--- config.mk ---
export PLATFORM = sky130hd
export DESIGN_NAME = memory_reader
export DESIGN_NICKNAME = d
export VERILOG_FILES = /design/src/rtl/memory_pkg.sv /design/src/rtl/memory_reader_fifo.sv /design/src/rtl/memory_reader.sv
export SDC_FILE = /design/constraint.sdc
export NUM_CORES = 1
export LEC_CHECK = 0
export CORE_MARGIN = 3
export CORE_UTILIZATION = 50
export DETAILED_ROUTE_END_ITERATION = 8
export GPL_ROUTABILITY_DRIVEN = 0
export PLACE_DENSITY = 0.77
export SLEW_MARGIN = 20
export SYNTH_ARGS = -nofsm -noshare
export SYNTH_HDL_FRONTEND = slang
export SYNTH_SLANG_ARGS = --single-unit
--- constraint.sdc ---
create_clock -name clk -period 3.4 [get_ports clk]
set_input_delay 1.02 -clock clk [delete_from_list [all_inputs] [get_ports clk]]
set_output_delay 1.02 -clock clk [all_outputs]
set_load 0.02 [all_outputs]
--- src/rtl/memory_pkg.sv ---
// memory_pkg: shared widths, beat record and FSM state type for memory_reader.
// The module parameters W/D of memory_reader are expected to match MEM_W/MEM_D here.
package memory_pkg;

   localparam int unsigned MEM_W = 16;
   localparam int unsigned MEM_D = 256;
   localparam int unsigned MEM_A = $clog2(MEM_D);

   typedef logic [MEM_A-1:0] addr_t;
   typedef logic [MEM_W-1:0] data_t;
   typedef logic [MEM_A:0]   count_t;

   typedef struct packed {
      logic  last;
      data_t data;
   } beat_t;

   typedef enum logic [1:0] {
      IDLE,
      RUN,
      DRAIN
   } state_t;

endpackage

--- src/rtl/memory_reader_fifo.sv ---
// memory_reader_fifo: synchronous in-order FIFO with valid/ready on both sides and an occupancy count.
module memory_reader_fifo
   import memory_pkg::*;
#(
   parameter int unsigned DEPTH = 4,
   parameter type         T     = beat_t
) (
   input  logic                     clk_i,
   input  logic                     rst_ni,
   input  T                         in_data_i,
   input  logic                     in_valid_i,
   output logic                     in_ready_o,
   output T                         out_data_o,
   output logic                     out_valid_o,
   input  logic                     out_ready_i,
   output logic [$clog2(DEPTH):0]   occ_o
);

   localparam int unsigned PW = $clog2(DEPTH);

   logic [PW:0] wr_q, wr_d;
   logic [PW:0] rd_q, rd_d;
   T            mem_q [DEPTH];
   logic        push, pop;

   always_comb begin
      occ_o       = wr_q - rd_q;
      in_ready_o  = (occ_o != (PW+1)'(DEPTH));
      out_valid_o = (occ_o != '0);
      out_data_o  = mem_q[rd_q[PW-1:0]];
      push        = in_valid_i && in_ready_o;
      pop         = out_valid_o && out_ready_i;
      wr_d        = push ? wr_q + (PW+1)'(1) : wr_q;
      rd_d        = pop  ? rd_q + (PW+1)'(1) : rd_q;
   end

   always_ff @(posedge clk_i or negedge rst_ni) begin
      if (!rst_ni) begin
         wr_q <= '0;
         rd_q <= '0;
      end else begin
         wr_q <= wr_d;
         rd_q <= rd_d;
      end
   end

   // Storage needs no reset: entries are only visible while counted by the pointers.
   always_ff @(posedge clk_i) begin
      if (push) begin
         mem_q[wr_q[PW-1:0]] <= in_data_i;
      end
   end

endmodule

--- src/rtl/memory_reader.sv ---
// memory_reader: turns {count, addr} commands into sequential ar reads and an ordered {last, data} stream.
// Define MEMORY_READER_STRIDE_EN to add a per-command stride field: cmd_data = {stride, count, addr}.
module memory_reader
   import memory_pkg::*;
#(
   parameter int unsigned W     = MEM_W,
   parameter int unsigned D     = MEM_D,
   parameter int unsigned DEPTH = 4
) (
   input  logic                      clk,
   input  logic                      rst,
`ifdef MEMORY_READER_STRIDE_EN
   input  logic [3*$clog2(D):0]      cmd_data,
`else
   input  logic [2*$clog2(D):0]      cmd_data,
`endif
   input  logic                      cmd_valid,
   output logic                      cmd_ready,
   output logic [$clog2(D)-1:0]      ar_data,
   output logic                      ar_valid,
   input  logic                      ar_ready,
   input  logic [W-1:0]              r_data,
   input  logic                      r_valid,
   output logic                      r_ready,
   output logic [W:0]                out_data,
   output logic                      out_valid,
   input  logic                      out_ready
);

   localparam int unsigned A  = $clog2(D);
   localparam int unsigned CW = $clog2(DEPTH) + 1;

   state_t        state_q, state_d;
   logic          live_q;
   addr_t         addr_q, addr_d;
   addr_t         stride_q, stride_d;
   count_t        count_q, count_d;
   count_t        remain_q, remain_d;
   count_t        rcvd_q, rcvd_d;
   logic [CW-1:0] outst_q, outst_d;

   addr_t         cmd_addr, cmd_stride;
   count_t        cmd_count;
   logic          cmd_fire, ar_fire, r_fire;
   logic [CW:0]   credits;

   beat_t         fifo_in, fifo_out;
   logic          fifo_in_valid, fifo_in_ready, fifo_out_valid;
   logic [CW-1:0] occ;

   assign cmd_addr  = cmd_data[A-1:0];
   assign cmd_count = cmd_data[2*A:A];
`ifdef MEMORY_READER_STRIDE_EN
   assign cmd_stride = cmd_data[3*A:2*A+1];
`else
   assign cmd_stride = addr_t'(1);
`endif

   always_comb begin
      state_d  = state_q;
      addr_d   = addr_q;
      stride_d = stride_q;
      count_d  = count_q;
      remain_d = remain_q;
      rcvd_d   = rcvd_q;
      outst_d  = outst_q;

      // Credits count both reads in flight and buffered beats, so an accepted r beat always fits.
      credits       = {1'b0, outst_q} + {1'b0, occ};
      cmd_ready     = live_q && (state_q == IDLE);
      ar_valid      = (state_q == RUN) && (credits < (CW+1)'(DEPTH));
      ar_data       = addr_q;
      r_ready       = (outst_q != '0);
      cmd_fire      = cmd_valid && cmd_ready;
      ar_fire       = ar_valid && ar_ready;
      r_fire        = r_valid && r_ready && fifo_in_ready;
      fifo_in_valid = r_fire;
      fifo_in.last  = ((rcvd_q + count_t'(1)) == count_q);
      fifo_in.data  = r_data;
      out_valid     = fifo_out_valid;
      out_data      = fifo_out_valid ? {fifo_out.last, fifo_out.data} : '0;

      case ({ar_fire, r_fire})
         2'b10:   outst_d = outst_q + CW'(1);
         2'b01:   outst_d = outst_q - CW'(1);
         default: outst_d = outst_q;
      endcase

      if (r_fire) begin
         rcvd_d = rcvd_q + count_t'(1);
      end

      case (state_q)
         IDLE: begin
            if (cmd_fire) begin
               addr_d   = cmd_addr;
               stride_d = cmd_stride;
               count_d  = cmd_count;
               remain_d = cmd_count;
               rcvd_d   = '0;
               if (cmd_count != '0) begin
                  state_d = RUN;
               end
            end
         end
         RUN: begin
            if (ar_fire) begin
               addr_d   = addr_q + stride_q;
               remain_d = remain_q - count_t'(1);
               if (remain_q == count_t'(1)) begin
                  state_d = DRAIN;
               end
            end
         end
         DRAIN: begin
            if ((outst_q == '0) && !fifo_out_valid) begin
               state_d = IDLE;
            end
         end
         default: state_d = IDLE;
      endcase
   end

   always_ff @(posedge clk or negedge rst) begin
      if (!rst) begin
         state_q  <= IDLE;
         live_q   <= 1'b0;
         addr_q   <= '0;
         stride_q <= '0;
         count_q  <= '0;
         remain_q <= '0;
         rcvd_q   <= '0;
         outst_q  <= '0;
      end else begin
         state_q  <= state_d;
         live_q   <= 1'b1;
         addr_q   <= addr_d;
         stride_q <= stride_d;
         count_q  <= count_d;
         remain_q <= remain_d;
         rcvd_q   <= rcvd_d;
         outst_q  <= outst_d;
      end
   end

   memory_reader_fifo #(
      .DEPTH (DEPTH),
      .T     (beat_t)
   ) u_fifo (
      .clk_i       (clk),
      .rst_ni      (rst),
      .in_data_i   (fifo_in),
      .in_valid_i  (fifo_in_valid),
      .in_ready_o  (fifo_in_ready),
      .out_data_o  (fifo_out),
      .out_valid_o (fifo_out_valid),
      .out_ready_i (out_ready),
      .occ_o       (occ)
   );

endmodule

==> results_dict.tcl, run 1 <==
set metrics [dict create \
    synth_edf_count 68 \
    drt_iter0_markers 186 \
    startpoint "u_fifo.wr_q[0]$_DFFE_PN0P_" \
    hp-class "reg -> reg" \
    synth_top_area_share_pct 38.0 \
    min_from "u_fifo.wr_q[2]$_DFFE_PN0P_" \
    violations "setup timing" \
    gr-total-overflow 0 \
    setup_ws_ns -0.0781 \
    ys_top_cells_by_area "edfxtp_1 (38%), dfrtp_1 (22%), mux4_2 (7.1%)" \
    cpMaxStageDelayCell "dfrtp_1" \
    rows 37 \
    instances_no_fill 654 \
    drv_slew 0 \
    synthesis.area_sq_um 5380 \
    fin_util_pct 66.6 \
    ant_nets 0 \
    vdd.ir_drop.worst_mv 0.524 \
    finalCriticalPeriod_ns 3.48 \
    powerDensity_nw_per_um2 1140 \
    maxCapViolations 0 \
    fillers 735 \
    antenna_found_initial 0 \
    ys_async_sr_fraction_pct 41.4 \
    skew_ns 0.00812 \
    initial_core_util_pct 51.9 \
    hold_violations 0 \
    area_growth_pct 28.4 \
    grt_pass1_vias 3687 \
    dp_hpwl_um 7120 \
    max_stage_delay_ns 0.38 \
    die_y_um 110 \
    ys_warn_count 0 \
    synth_flop_cell "edfxtp_1" \
    final_nets 561 \
    clockBufferDepth 2 \
    synth_most_common_cell "edfxtp_1" \
    multi_input_area_sq_um 2050 \
    io_buffers 67 \
    setup_viol 15 \
    grt_max_degree 49 \
    insertedDiodeCount 0 \
    yosysUniqueCellTypes 43 \
    synth_cells 422 \
    fin_crit_sh_pct 102 \
    clock_sinks 116 \
    via_per_inst 5.44 \
    tightest_slew_ns 0.636 \
    ys_ff_latch 116 \
    ios 68 \
    root_buffer "clkbuf_8" \
    dieArea_sq_um 12000 \
    coreArea_sq_um 10400 \
    arrival_ns 2.46 \
    slew_headroom_pct 57.6 \
    placed_cell_area_sq_um 6260 \
    clk_latency_ns 0.50 \
    dpl_worst_slack_ns -0.310 \
    finalWirelength_um 11500 \
    path_clk_slew_ns 0.06 \
    cts_inserted_buffers 17 \
    routedWlPerCell_um 17.5 \
    critPathLaunchType "register" \
    cp_cell_sequence "inv_2, ha_1, inv_1, fa_2, xnor3_2, ha_4, nor3_4, and3_4, buf_6" \
    syn-num-nets 477 \
    die_w_um 110 \
    outcome "complete, but fails checks" \
    ys_seq_area_share_pct 60.3 \
    cp_data_required_time_ns 2.38 \
    rr_startpoint "u_fifo.wr_q[0]$_DFFE_PN0P_" \
    setup_tns_ns -0.917 \
    ff_latch_area_sq_um 3240 \
    dpl.cell_count 619 \
    synth_top_area_cell "edfxtp_1" \
    grt_pass1_wl_um 18400 \
    critPathMaxFanout 3 \
    final_area_sq_um 6900 \
    max_freq_ghz 0.288 \
    h-tree-depth 4 \
    vias 3555 \
    leakage_nw 2.69 \
    end_kind "output pin" \
    crit_type "reg -> out" \
    cts_tree "built" \
    yosys-top-cells-count "edfxtp_1 (68), nand2_1 (56), dfrtp_1 (48), a21oi_1 (28), and2_1 (22)" \
    drt_drc_violations_left 0 \
    drtPass1Iterations 4 \
    rsz0062_at_grt "yes" \
    drive_gt1_share_pct 19.7 \
    postSynthAreaPerCell_sq_um 12.7 \
    track_usage_pct 20.7 \
]
## worst max-delay path: cells and delay by family, from the launching register on
kind                       cells  cell delay, ns
and+or+nand+nor                2            0.42
DFF                            1            0.38
buffers and inverters          3            0.23
adders and majority gates      3            0.65
xor gates and xnor gates       1            0.28
## flip-flops by register name (all words and copies together) (netlist names)
| register | flops |
|---|---|
| u_fifo.mem_q | 68 |
| count_q | 9 |
| rcvd_q | 9 |
| remain_q | 9 |
| ar_data | 8 |
| outst_q | 3 |
| u_fifo.rd_q | 3 |
| u_fifo.wr_q | 3 |
| state_q | 2 |
| live_q | 1 |
| stride_q | 1 |
## timing repair
item | 4_1_cts | 5_1_grt
hold endpoints to repair | 0 | 0
buffers inserted | 4 | 1
hold buffers | 0 | 0
gates resized for setup | 71 | 3
endpoints found under the setup margin | 19 | 19
pin swaps | 2 | 2
## per-layer routing
metal  up-vias  global-route usage (%)  wire (um)
met5         -                       0          0
met4         0                    7.21        160
met3        14                    4.76        422
met2        90                    36.4       6220
met1      1762                    25.0       4650
li1       1689                       -          -
## cells by family (layout without fill, tap and decap cells)
group	after synthesis	in the layout	share of synthesized area, %
AOI/OAI and AO/OA	58	58	6.17
xor gates and xnor gates	28	28	4.84
adders and majority gates	16	16	4.00
buffers and inverters	29	125	2.49
DFF	116	116	60.3
muxes	21	21	7.91
other	1	1	0.0697
and+or+nand+nor	153	153	14.2
## area by class of cell
type | instances | share of cell area, %
multi-input combinational | 277 | 29.7
sequential | 116 | 47.0
clock inverter | 14 | 2.36
inverter | 9 | 0.489
timing repair buffer | 85 | 12.0
clock buffer | 17 | 6.00
tap | 136 | 2.47
## where the power goes
part           leakage, nW  total [mW]  switching [mW]  internal (mW)
Clock                0.265        1.71           0.608           1.10
Sequential            1.19        2.31           0.321           1.98
Combinational         1.23        3.82            2.02           1.80
Total                 2.69        7.84            2.95           4.89
## placed cells by master (no fill, tap or decap), types with 14 or more instances in the layout
cell             count
edfxtp_1            68
nand3_1             14
a21oi_1             28
buf_4               18
clkdlybuf4s15_2     14
nand2_1             56
clkdlybuf4s50_1     47
nor2_1              19
clkbuf_16           16
dfrtp_1             48
and2_1              22
xnor2_1             14
mux4_2              17
## metrics by stage
stage / power [mW] / hold WS [ns]
6_report: 7.84 / 0.485
5_1_grt: 8.37 / 0.498
4_1_cts: 7.88 / 0.483
3_5_place_dp: 5.95 / 0.470
3_3_place_gp: 5.81 / 0.469
2_1_floorplan: 4.60 / 0.439
## final timing paths
path	cells after the start	end	slack, ns
min in group asynchronous	1	ar_data[0]$_DFFE_PN0P_	0.53
worst min-delay path	1	u_fifo.wr_q[2]$_DFFE_PN0P_	0.48
worst max-delay path	9	ar_valid	-0.08
max in group asynchronous	1	rcvd_q[4]$_DFF_PN0_	2.45
worst max register to register	15	outst_q[2]$_DFFE_PN0P_	0.38
worst min register to register	1	u_fifo.wr_q[2]$_DFFE_PN0P_	0.48
Power figures use the tool's default switching activity.
==> inputs of run 2 (changes only) <==
Settings changed: PLACE_DENSITY 0.77 to 0.75, SETUP_SLACK_MARGIN set to 0.4.
==> run 2 against run 1 <==
Against the previous run:
- worst hold slack worse by 0.0090 ns
- the flow still finishes with violations (setup timing)
- worst setup slack got worse by 0.032 ns
- combinational power barely moved
- largest power group unchanged
- critical endpoint unchanged
==> results_dict.tcl, run 2 (same netlist as run 1, synthesis figures left out) <==
set metrics [dict create \
    clockBufferDepth 2 \
    rsz0062_at_grt "yes" \
    clock_sinks 116 \
    final_common_cell "edfxtp_1" \
    antenna_found_initial 0 \
    h-tree-depth 4 \
    rr_startpoint "u_fifo.wr_q[0]$_DFFE_PN0P_" \
    finalCriticalPeriod_ns 3.51 \
    powerDensity_nw_per_um2 1140 \
    critPathMaxFanout 2 \
    path_clk_slew_ns 0.06 \
    largest_reg_flops 68 \
    end_kind "output pin" \
    hold_violations 0 \
    crit_type "reg -> out" \
    final_nets 567 \
    ff2ff_setup_slack_ns 0.50 \
    drtPass1Iterations 4 \
    critPathLaunchType "register" \
    reg2reg_to "outst_q[2]$_DFFE_PN0P_" \
    cp_data_required_time_ns 2.38 \
    ios 68 \
    setup_viol 18 \
    via_per_inst 5.44 \
    p_total_mw 7.80 \
    initial_core_util_pct 51.9 \
    use_met2_pct 34.3 \
    maxCapViolations 0 \
    outcome "complete, but fails checks" \
    insertedDiodeCount 0 \
    final_cell_mix "edfxtp_1 (68), nand2_1 (56), dfrtp_1 (48), clkdlybuf4s50_1 (46), a21oi_1 (28)" \
    rr_worst_depth 16 \
    setup_ws_ns -0.110 \
    fillers 757 \
    grt_pass1_vias 3641 \
    hp-class "in -> async" \
    violations "setup timing" \
    coreArea_sq_um 10400 \
    finalWirelength_um 11300 \
    clk_latency_ns 0.51 \
    grt_pass1_wl_um 18400 \
    vdd.ir_drop.worst_mv 0.538 \
    track_usage_pct 20.8 \
    grt_max_degree 39 \
    cts_inserted_buffers 17 \
    die_w_um 110 \
    cts_tree "built" \
    skew_ns 0.00547 \
    tightest_slew_ns 0.545 \
    fin_crit_sh_pct 103 \
    dp_hpwl_um 7170 \
    root_buffer "clkbuf_8" \
    slew_headroom_pct 63.4 \
    arrival_ns 2.49 \
    routedWlPerCell_um 17.1 \
    leakage_nw 2.72 \
    ant_nets 0 \
    drt_iter0_markers 222 \
    gr-total-overflow 0 \
    die_y_um 110 \
    area_growth_pct 27.7 \
    vias 3596 \
    drive_gt1_share_pct 22.1 \
    io_buffers 67 \
    use_met3_pct 5.17 \
    rows 37 \
    grt_util_met1_pct 26.3 \
    busiest_layer "met2" \
    max_freq_ghz 0.285 \
    hold_slack_ns 0.476 \
    drv_slew 0 \
    dieArea_sq_um 12000 \
    drt_drc_violations_left 0 \
]
## run 2: changes by cell type in the layout (fill, tap and decap cells not counted), sizes merged, moves of 2 or more
cell           delta
buf              +20
clkdlybuf4s15    -14
clkinv            +3
clkinvlp          -2
## run 2: timing repair
action | 4_1_cts | 5_1_grt
endpoints found under the setup margin | 21 | 20
gates resized for setup | 87 | 3
pin swaps | 5 | 3
hold buffers | 0 | 0
gates cloned | 1 | 0
endpoints found under the hold margin | 0 | 0
buffers inserted | 5 | 1
## run 2: layer usage
layer,wire length (um),share of wire [%]
met1,4640,41
met2,5810,51
met3,610,5.4
met4,230,2.0
met5,0,0
## run 2: critical path, stage by stage, from the launching register on
cell and delay, ns:
dfrtp_1 0.38, inv_2 0.08, ha_4 0.12, inv_2 0.03, fa_2 0.32, xnor3_2 0.25, buf_6 0.14, ha_4 0.15
nor3_4 0.19, and3_4 0.21, buf_6 0.12
## run 2: worst max path at each step
stage,startpoint,endpoint,slack (ns),cells after the start
floorplan,u_fifo.wr_q[0]$_DFFE_PN0P_,ar_valid,0.38,8
global placement,u_fifo.wr_q[0]$_DFFE_PN0P_,ar_valid,-0.14,9
detailed placement,u_fifo.wr_q[0]$_DFFE_PN0P_,ar_valid,-0.16,9
CTS,u_fifo.wr_q[0]$_DFFE_PN0P_,out_data[8],-0.13,10
global route,u_fifo.wr_q[0]$_DFFE_PN0P_,ar_valid,-0.22,10
finish,u_fifo.wr_q[0]$_DFFE_PN0P_,ar_valid,-0.11,10
## run 2: layout make-up
class	count	area, sq um	area share (%)
multi-input cells	277	2070	30.1
flip-flops and latches	116	3240	47.2
well taps	136	170	2.48
clock buffers	18	418	6.09
repair buffers	91	797	11.6
inverters	9	33.8	0.492
clock inverters	14	138	2.00
## run 2: power breakdown
group	switching [mW]	internal [mW]
registers	0.320	1.98
clock network	0.612	1.03
logic	2.03	1.83
## run 2: stage by stage
step	TNS, ns	util (%)	instance area, sq um	setup WS [ns]	cells
floorplan	0	-	5440	0.384	422
global placement	-0.684	60.8	6300	-0.140	622
detailed placement	-1.43	60.8	6300	-0.159	622
CTS	-2.06	66.1	6850	-0.129	660
global route	-3.61	66.2	6870	-0.223	661
finish	-1.74	66.2	6870	-0.110	661
